`config.mk`:
```
export PLATFORM = sky130hd
export DESIGN_NAME = ram_arbiter
export DESIGN_NICKNAME = d
export VERILOG_FILES = /design/src/rtl/ram_pkg.sv /design/src/rtl/ram_arbiter.sv
export SDC_FILE = /design/constraint.sdc
export NUM_CORES = 1
export LEC_CHECK = 0
export CORE_MARGIN = 2
export CORE_UTILIZATION = 30
export CTS_CLUSTER_DIAMETER = 50
export DETAILED_ROUTE_END_ITERATION = 8
export PLACE_DENSITY = 0.93
export SYNTH_ARGS = -nofsm -noshare
export SYNTH_HDL_FRONTEND = slang
export SYNTH_SLANG_ARGS = --single-unit
```
`constraint.sdc`:
```
create_clock -name clock -period 4.15 [get_ports clock]
set_clock_uncertainty 0.1 [all_clocks]
set_input_delay 0.83 -clock clock [delete_from_list [all_inputs] [get_ports clock]]
set_output_delay 0.83 -clock clock [all_outputs]
set_load 0.02 [all_outputs]
```
`src/rtl/ram_pkg.sv`:
```
// Shared owner encodings and default geometry for the RAM arbiter; no logic.
// Pure declarations: zero latency, no handshake of its own.
package ram_pkg;

  localparam int RAM_ADDR_W = 5;
  localparam int RAM_DATA_W = 8;

  localparam logic [1:0] OWN_IDLE    = 2'b00;
  localparam logic [1:0] OWN_CPU     = 2'b01;
  localparam logic [1:0] OWN_LD      = 2'b10;
  localparam logic [1:0] OWN_LD_LOCK = 2'b11;

  // Counter must hold 0..max inclusive, and never collapse to zero width.
  function automatic int starve_width(input int max);
    return (max < 1) ? 1 : $clog2(max + 1);
  endfunction

endpackage

```
`src/rtl/ram_arbiter.sv`:
```
// Two-requester single-port RAM arbiter: grant and mem drive same cycle, read data one cycle later.
// No queuing: a losing requester holds its request; the loader is forced through after STARVE_MAX losses.
module ram_arbiter
  import ram_pkg::*;
#(
  parameter int ADDR_W     = RAM_ADDR_W,
  parameter int DATA_W     = RAM_DATA_W,
  parameter int STARVE_MAX = 4
) (
  input  logic              clock,
  input  logic              reset,
  input  logic              cpu_req,
  input  logic              cpu_we,
  input  logic [ADDR_W-1:0] cpu_addr,
  input  logic [DATA_W-1:0] cpu_wdata,
  output logic              cpu_gnt,
  output logic              cpu_rvalid,
  input  logic              ld_req,
  input  logic              ld_we,
  input  logic              ld_lock,
  input  logic [ADDR_W-1:0] ld_addr,
  input  logic [DATA_W-1:0] ld_wdata,
  output logic              ld_gnt,
  output logic              ld_rvalid,
  output logic [DATA_W-1:0] rdata,
  output logic              mem_en,
  output logic              mem_we,
  output logic [ADDR_W-1:0] mem_addr,
  output logic [DATA_W-1:0] mem_wdata,
  input  logic [DATA_W-1:0] mem_rdata,
  output logic [1:0]        owner
);

  localparam int              SW         = starve_width(STARVE_MAX);
  localparam logic [SW-1:0]   STARVE_SAT = SW'(STARVE_MAX);

  logic [1:0]    owner_q, owner_d;
  logic [SW-1:0] starve, starve_d;
  logic          cpu_rv_q, ld_rv_q;
  logic          lock_hold, ld_win, cpu_win;

  // Winner selection; reset suppresses every grant.
  always_comb begin
    ld_win    = 1'b0;
    cpu_win   = 1'b0;
    lock_hold = (owner_q == OWN_LD_LOCK) && ld_req && ld_lock;
    if (reset) begin
      if (lock_hold) begin
        ld_win = 1'b1;
      end else if (ld_req && (!cpu_req || starve == STARVE_SAT)) begin
        ld_win = 1'b1;
      end else if (cpu_req) begin
        cpu_win = 1'b1;
      end
    end
  end

  always_comb begin
    owner_d = OWN_IDLE;
    if (ld_win) begin
      owner_d = ld_lock ? OWN_LD_LOCK : OWN_LD;
    end else if (cpu_win) begin
      owner_d = OWN_CPU;
    end
  end

  // Losses only count while the loader is actually waiting.
  always_comb begin
    starve_d = starve;
    if (!ld_req || ld_win) begin
      starve_d = '0;
    end else if (cpu_win && starve != STARVE_SAT) begin
      starve_d = starve + SW'(1);
    end
  end

  always_comb begin
    mem_en    = ld_win | cpu_win;
    mem_we    = 1'b0;
    mem_addr  = '0;
    mem_wdata = '0;
    if (ld_win) begin
      mem_we    = ld_we;
      mem_addr  = ld_addr;
      mem_wdata = ld_wdata;
    end else if (cpu_win) begin
      mem_we    = cpu_we;
      mem_addr  = cpu_addr;
      mem_wdata = cpu_wdata;
    end
  end

  always_ff @(posedge clock) begin
    if (!reset) begin
      owner_q  <= OWN_IDLE;
      starve   <= '0;
      cpu_rv_q <= 1'b0;
      ld_rv_q  <= 1'b0;
    end else begin
      owner_q  <= owner_d;
      starve   <= starve_d;
      cpu_rv_q <= cpu_win && !cpu_we;
      ld_rv_q  <= ld_win && !ld_we;
    end
  end

  // Masking with reset keeps a read granted just before reset from ever surfacing.
  assign cpu_rvalid = cpu_rv_q & reset;
  assign ld_rvalid  = ld_rv_q & reset;
  assign cpu_gnt    = cpu_win;
  assign ld_gnt     = ld_win;
  assign rdata      = mem_rdata;
  assign owner      = owner_q;

endmodule

```
Yosys cells after proc, flatten, opt, wreduce, memory -nomap -nowiden
Cells that the tools add are included.
{"block": "classes", "addsub": 1, "eq_ne": 3, "muxes": 16, "bitwise": 4, "n_reduce_logical": 13}
{"operator": "two-way mux 8 bit", "count": 2}
{"operator": "two-way mux 1 bit", "count": 11}
{"operator": "two-way mux 5 bit", "count": 2}
{"operator": "logical AND 1 bit", "count": 6}
{"operator": "zero test 1 bit", "count": 4}
{"operator": "adder 3 x 1 -> 3 bit, second input constant", "count": 1}
{"operator": "equality test 3 bit, second input constant", "count": 1}
{"operator": "inequality test 3 bit, second input constant", "count": 1}
{"operator": "bitwise AND 1 bit", "count": 2}
{"operator": "equality test 2 bit, second input constant", "count": 1}
{"operator": "logical OR 1 bit", "count": 2}
{"operator": "two-way mux 2 bit", "count": 1}
{"operator": "OR reduction 2 bit", "count": 1}
{"operator": "NOT 1 bit", "count": 1}
{"operator": "OR 1 bit", "count": 1}
{"block": "word_totals", "register_bits": 7, "inputBits": 41, "out_inout_bits": 29, "elab_cells": 41}

Depth between registers and ports, before layout
{"block": "logic_depth", "word_depth": 8, "depth_mapped": 7, "ltp_nobuf": 5}

Worst setup path after synthesis
Ideal clock, no wire load.
{"block": "synth_path", "path_kind": "in2out", "from": "in cpu_req", "to": "out mem_addr[0]", "arrival_ns": 1.867, "slack_ns": 1.353, "cell_stages": 5, "n_path_buf": 2, "path_cell_list": "a21boi_2 -> a21boi_1 -> buf_6 -> buf_6 -> mux2i_1"}
{"block": "synth_between", "elab_chain_len": 8, "elab_cells_between_ends": 12, "classes_between": "mux (9); reduce/logical (3)"}
{"item": "from (decl)", "line": "ram_arbiter.sv:12", "rtl": "input logic cpu_req,"}
{"item": "zero test 1 bit", "line": "ram_arbiter.sv:50", "rtl": "end else if (ld_req && (!cpu_req || starve == STARVE_SAT)) begin"}
{"item": "logical OR 1 bit", "line": "ram_arbiter.sv:50"}
{"item": "logical AND 1 bit", "line": "ram_arbiter.sv:50"}
{"item": "two-way mux 1 bit", "line": "ram_arbiter.sv:50"}
{"item": "two-way mux 1 bit", "line": "ram_arbiter.sv:48", "rtl": "if (lock_hold) begin"}
{"item": "two-way mux 1 bit", "line": "ram_arbiter.sv:47", "rtl": "if (reset) begin"}
{"item": "two-way mux 5 bit", "line": "ram_arbiter.sv:86", "rtl": "end else if (cpu_win) begin"}
{"item": "two-way mux 5 bit *", "line": "ram_arbiter.sv:82", "rtl": "if (ld_win) begin"}
{"item": "to (decl)", "line": "ram_arbiter.sv:28", "rtl": "output logic [ADDR_W-1:0] mem_addr,"}
Mark *: on every way between the ends. The rest lies on a longest branch, timed or not.

Worst setup path in the final report
{"block": "layout_path", "from": "in cpu_req", "to": "out mem_wdata[5]"}
{"block": "layout_between", "elab_chain_len": 8, "elab_cells_between_ends": 12, "classes_between": "mux (9); reduce/logical (3)"}
{"item": "zero test 1 bit", "line": "ram_arbiter.sv:50"}
{"item": "logical OR 1 bit", "line": "ram_arbiter.sv:50"}
{"item": "logical AND 1 bit", "line": "ram_arbiter.sv:50"}
{"item": "two-way mux 1 bit", "line": "ram_arbiter.sv:50"}
{"item": "two-way mux 1 bit", "line": "ram_arbiter.sv:48"}
{"item": "two-way mux 1 bit", "line": "ram_arbiter.sv:47"}
{"item": "two-way mux 8 bit", "line": "ram_arbiter.sv:86"}
{"item": "two-way mux 8 bit *", "line": "ram_arbiter.sv:82"}
{"item": "to (decl)", "line": "ram_arbiter.sv:29", "rtl": "output logic [DATA_W-1:0] mem_wdata,"}
Marks and branches as above.

==> impl_results.md <==
- Layout cells sized above 1: 7.97%
- Initial antenna violation count: 0
- CTS sink count: 7
- Routed wire length: 2040 um
- WHS Path Cells: 1
- Largest net degree at the start of global routing: 17
- Number of detailed-route iterations in the first pass: 4
- Capture instance of the worst register-to-register path: starve[2]$_SDFFE_PP0P_
- Worst r2r src: starve[0]$_SDFFE_PP0P_
- Root buffer selected by CTS: clkbuf_4
- Final setup violating endpoints: 0
- Buffers on Ports: 53
- Chip Height: 51.3 um
- Synthesis-to-finish area growth: 78.0%
- Layout Cell Area excl Fill: around 1200 um^2
- Register area: approximately 140 um^2
- Worst R2R Setup Slack: between 2 and 3 ns
- RSZ-0062 raised after global routing: false
- Number of vias in the routed layout: 802
- Top fanout value on the critical path: 16
- Distinct cell type count after synthesis: 26
- Antenna cell count: 0
- Remaining design rule violation count: 0
- Residual overflow from global routing: 0
- Critical path launch point type: primary input
- Result of the run: completed
- TritonCTS clock tree: built
- Dominant cell type by area after synthesis: mux2i_1
- Fillers: 208
- Part of the Yosys area used for sequential elements: between 20% and 30%
- First DRT Iteration DRCs: 14
- Ys Warns: 0
- Proportion of power drawn by flip-flops and latches: around 30%
- Data arrival at the endpoint of the critical path: 2.86 ns
- Category of the worst setup path capture point: output port
- Final Critical Period: roughly 3.8 ns
- Global-route wire length before repair: roughly 3300 um
- Worst r2r path cells: 5
- Post-synthesis sequential element count: 7
- Pre-CTS setup slack: 0.373 ns
- Buffers inserted by post-CTS timing repair: 0
- Count of mapped cells out of synthesis: 91
- Worst slew pin tran: 0.303 ns
- Wirelength per Cell: ~12 um
- Worst hold path startpoint: starve[0]$_SDFFE_PP0P_
- Crit path kind: primary input to output port
- Min setup slack post-route: approximately 0.36 ns
- Number of pins with negative max-slew slack in the final report: 0
- Class of the most critical hold timing path: flop to flop
- Vias in the first global route: 811
- Post-CTS sizing: 0
- Max-cap violations: 0
- Internal cell power: between 150 and 200 uW
- Clk_lat worst skew: ~0.26 ns
- Hold Crit Endpoint: starve[0]$_SDFFE_PP0P_
- Final HPWL from detailed placement: approximately 1600 um
- Full die area: 2630 um^2
- Fraction of power spent switching nets: around 31%
- Via density: just under 5
- Placement Rows: 17
- Leakage dissipation: roughly 0.00048 uW
- Clk slew on worst S/H paths: about 0.060 ns
- Peak clock frequency supported by timing: around 260 MHz
- Max Root-Sink Buffers: 2
- Die outline width: ~51 um
- Comb pwr share: a little over two fifths
- Final GP Congestion: approximately 0.63
- Clock power share: a little over a quarter
- Setup TNS after final layout: 0 ns
- Endpoint required time on the critical path: 3.22 ns
- Portion of synthesized cell area occupied by the leading cell type: roughly 22%
- Worst-case headroom to the max-slew limit: 79.7%
- Initial Util: a little under a third
- Power spent charging and discharging nets: 75.9 uW
- Post-route ant nets: 0
- Synthesized area per cell: around 7.4 um^2
- Synthesized cell area: 672 um^2
- Timing startpoint of the critical path: cpu_req
- Largest vdd supply drop: roughly 110 uV
- Final hold vios: 0
- Hold_buf cts: 0
- # H-tree levels: 1
- Pwr dens: about 200 nW/um^2
- Mapped Nets: approximately 130
- Net count, final: approximately 180
- Global Route Usage Sum: between 10% and 20%
- Cts bufs inserted: 3
- Area contributors post-synth: mux2i_1 (22%), dfxtp_1 (21%), nand2_1 (17%)
- Footprint of the multi-input gates: 433 um^2
- Standard cell core area: 2170 um^2
- Part of the cycle the worst path needs: 91.4%
- Area after DPL: around 1200 um^2
- Number of top-level pins: 70
[Yosys cell counts]
library cell / n
a21bo_2: 1
dfxtp_1: 7
and2_1: 2
buf_6: 2
a21oi_1: 3
clkbuf_1: 2
nand2_1: 30
ha_1: 2
nor3_2: 1
buf_4: 8
a21boi_1: 1
inv_1: 2
a21boi_2: 1
and3_1: 1
or3_1: 1
nor4_1: 1
a21boi_0: 1
o21a_1: 1
mux2i_1: 15
nor2b_1: 1
o21ai_0: 1
nand3_1: 1
nor2_1: 3
buf_2: 1
nand3b_1: 1
and2_0: 1
[area by class of cell]
class	instances	area share, %
Timing Repair Buffer	56	46.2
Clock buffer	3	1.88
Tap cell	28	2.93
Multi-Input combinational cell	69	36.2
Inverter	2	0.628
Clock inverter	1	0.418
Sequential cell	7	11.7
[cell usage in the layout (no fill, tap or decap), drive strengths merged]
cell type	count
nor3	1
o21ai	1
nand3	1
o21a	1
buf	3
inv	2
or3	1
clkinv	1
mux2i	15
a21bo	1
nor4	1
nor2b	1
and2	3
nand3b	1
nand2	30
clkbuf	3
nor2	3
and3	1
a21boi	3
ha	2
a21oi	3
dfxtp	7
clkdlybuf4s50	53
[power groups by stage]
stage	combinational (uW)	sequential [uW]	clock, uW
final	107	72.0	64.2
after global routing	115	72.2	72.3
after CTS	108	72.0	66.0
after detailed placement	107	73.4	0
after global placement	104	73.1	0
after floorplan	57.4	74.6	0
[state kept, by name, indices dropped and copies added, names as in the netlist]
name / cells
ld_rv_q: 1
cpu_rv_q: 1
owner: 2
starve: 3
[stage by stage]
| step | power [uW] | utilization (%) | hold slack, ns | cells |
|---|---|---|---|---|
| CTS | 246 | 55.1 | 0.364 | 166 |
| detailed placement | 180 | 53.9 | 0.359 | 162 |
| floorplan | 132 | - | 0.328 | 91 |
| global placement | 177 | 53.9 | 0.337 | 162 |
| global route | 259 | 55.1 | 0.393 | 166 |
| finish | 243 | 55.1 | 0.364 | 166 |
[worst max-delay path, cell delays in order]
cell and delay, ns:
clkdlybuf4s50_1 0.52, a21boi_2 0.23, a21boi_2 0.13, buf_4 0.29
mux2i_1 0.24, clkdlybuf4s50_1 0.62
[worst max-delay path by stage]
| stage | end | cells past startpoint |
|---|---|---|
| after floorplan | mem_addr[0] | 5 |
| after global placement | mem_wdata[3] | 6 |
| after detailed placement | mem_wdata[5] | 6 |
| after CTS | mem_wdata[5] | 6 |
| after global routing | mem_wdata[0] | 6 |
| final | mem_wdata[5] | 6 |
[cell families after synthesis]
logic type,synth area share [%]
mux,22.3
flops,20.9
compound gates,9.50
buf+inv,15.3
simple gates,28.3
fa+ha+maj,3.72
[per-layer routing]
metal / share of wire (%) / vias to the layer above / track usage, %
met4: 1.4 / 0 / 7.46
met3: 7.4 / 3 / 4.68
met2: 57 / 42 / 33.3
met5: 0 / - / 0
li1: - / 385 / -
met1: 35 / 372 / 15.4
(Power assumes the default switching activity.)
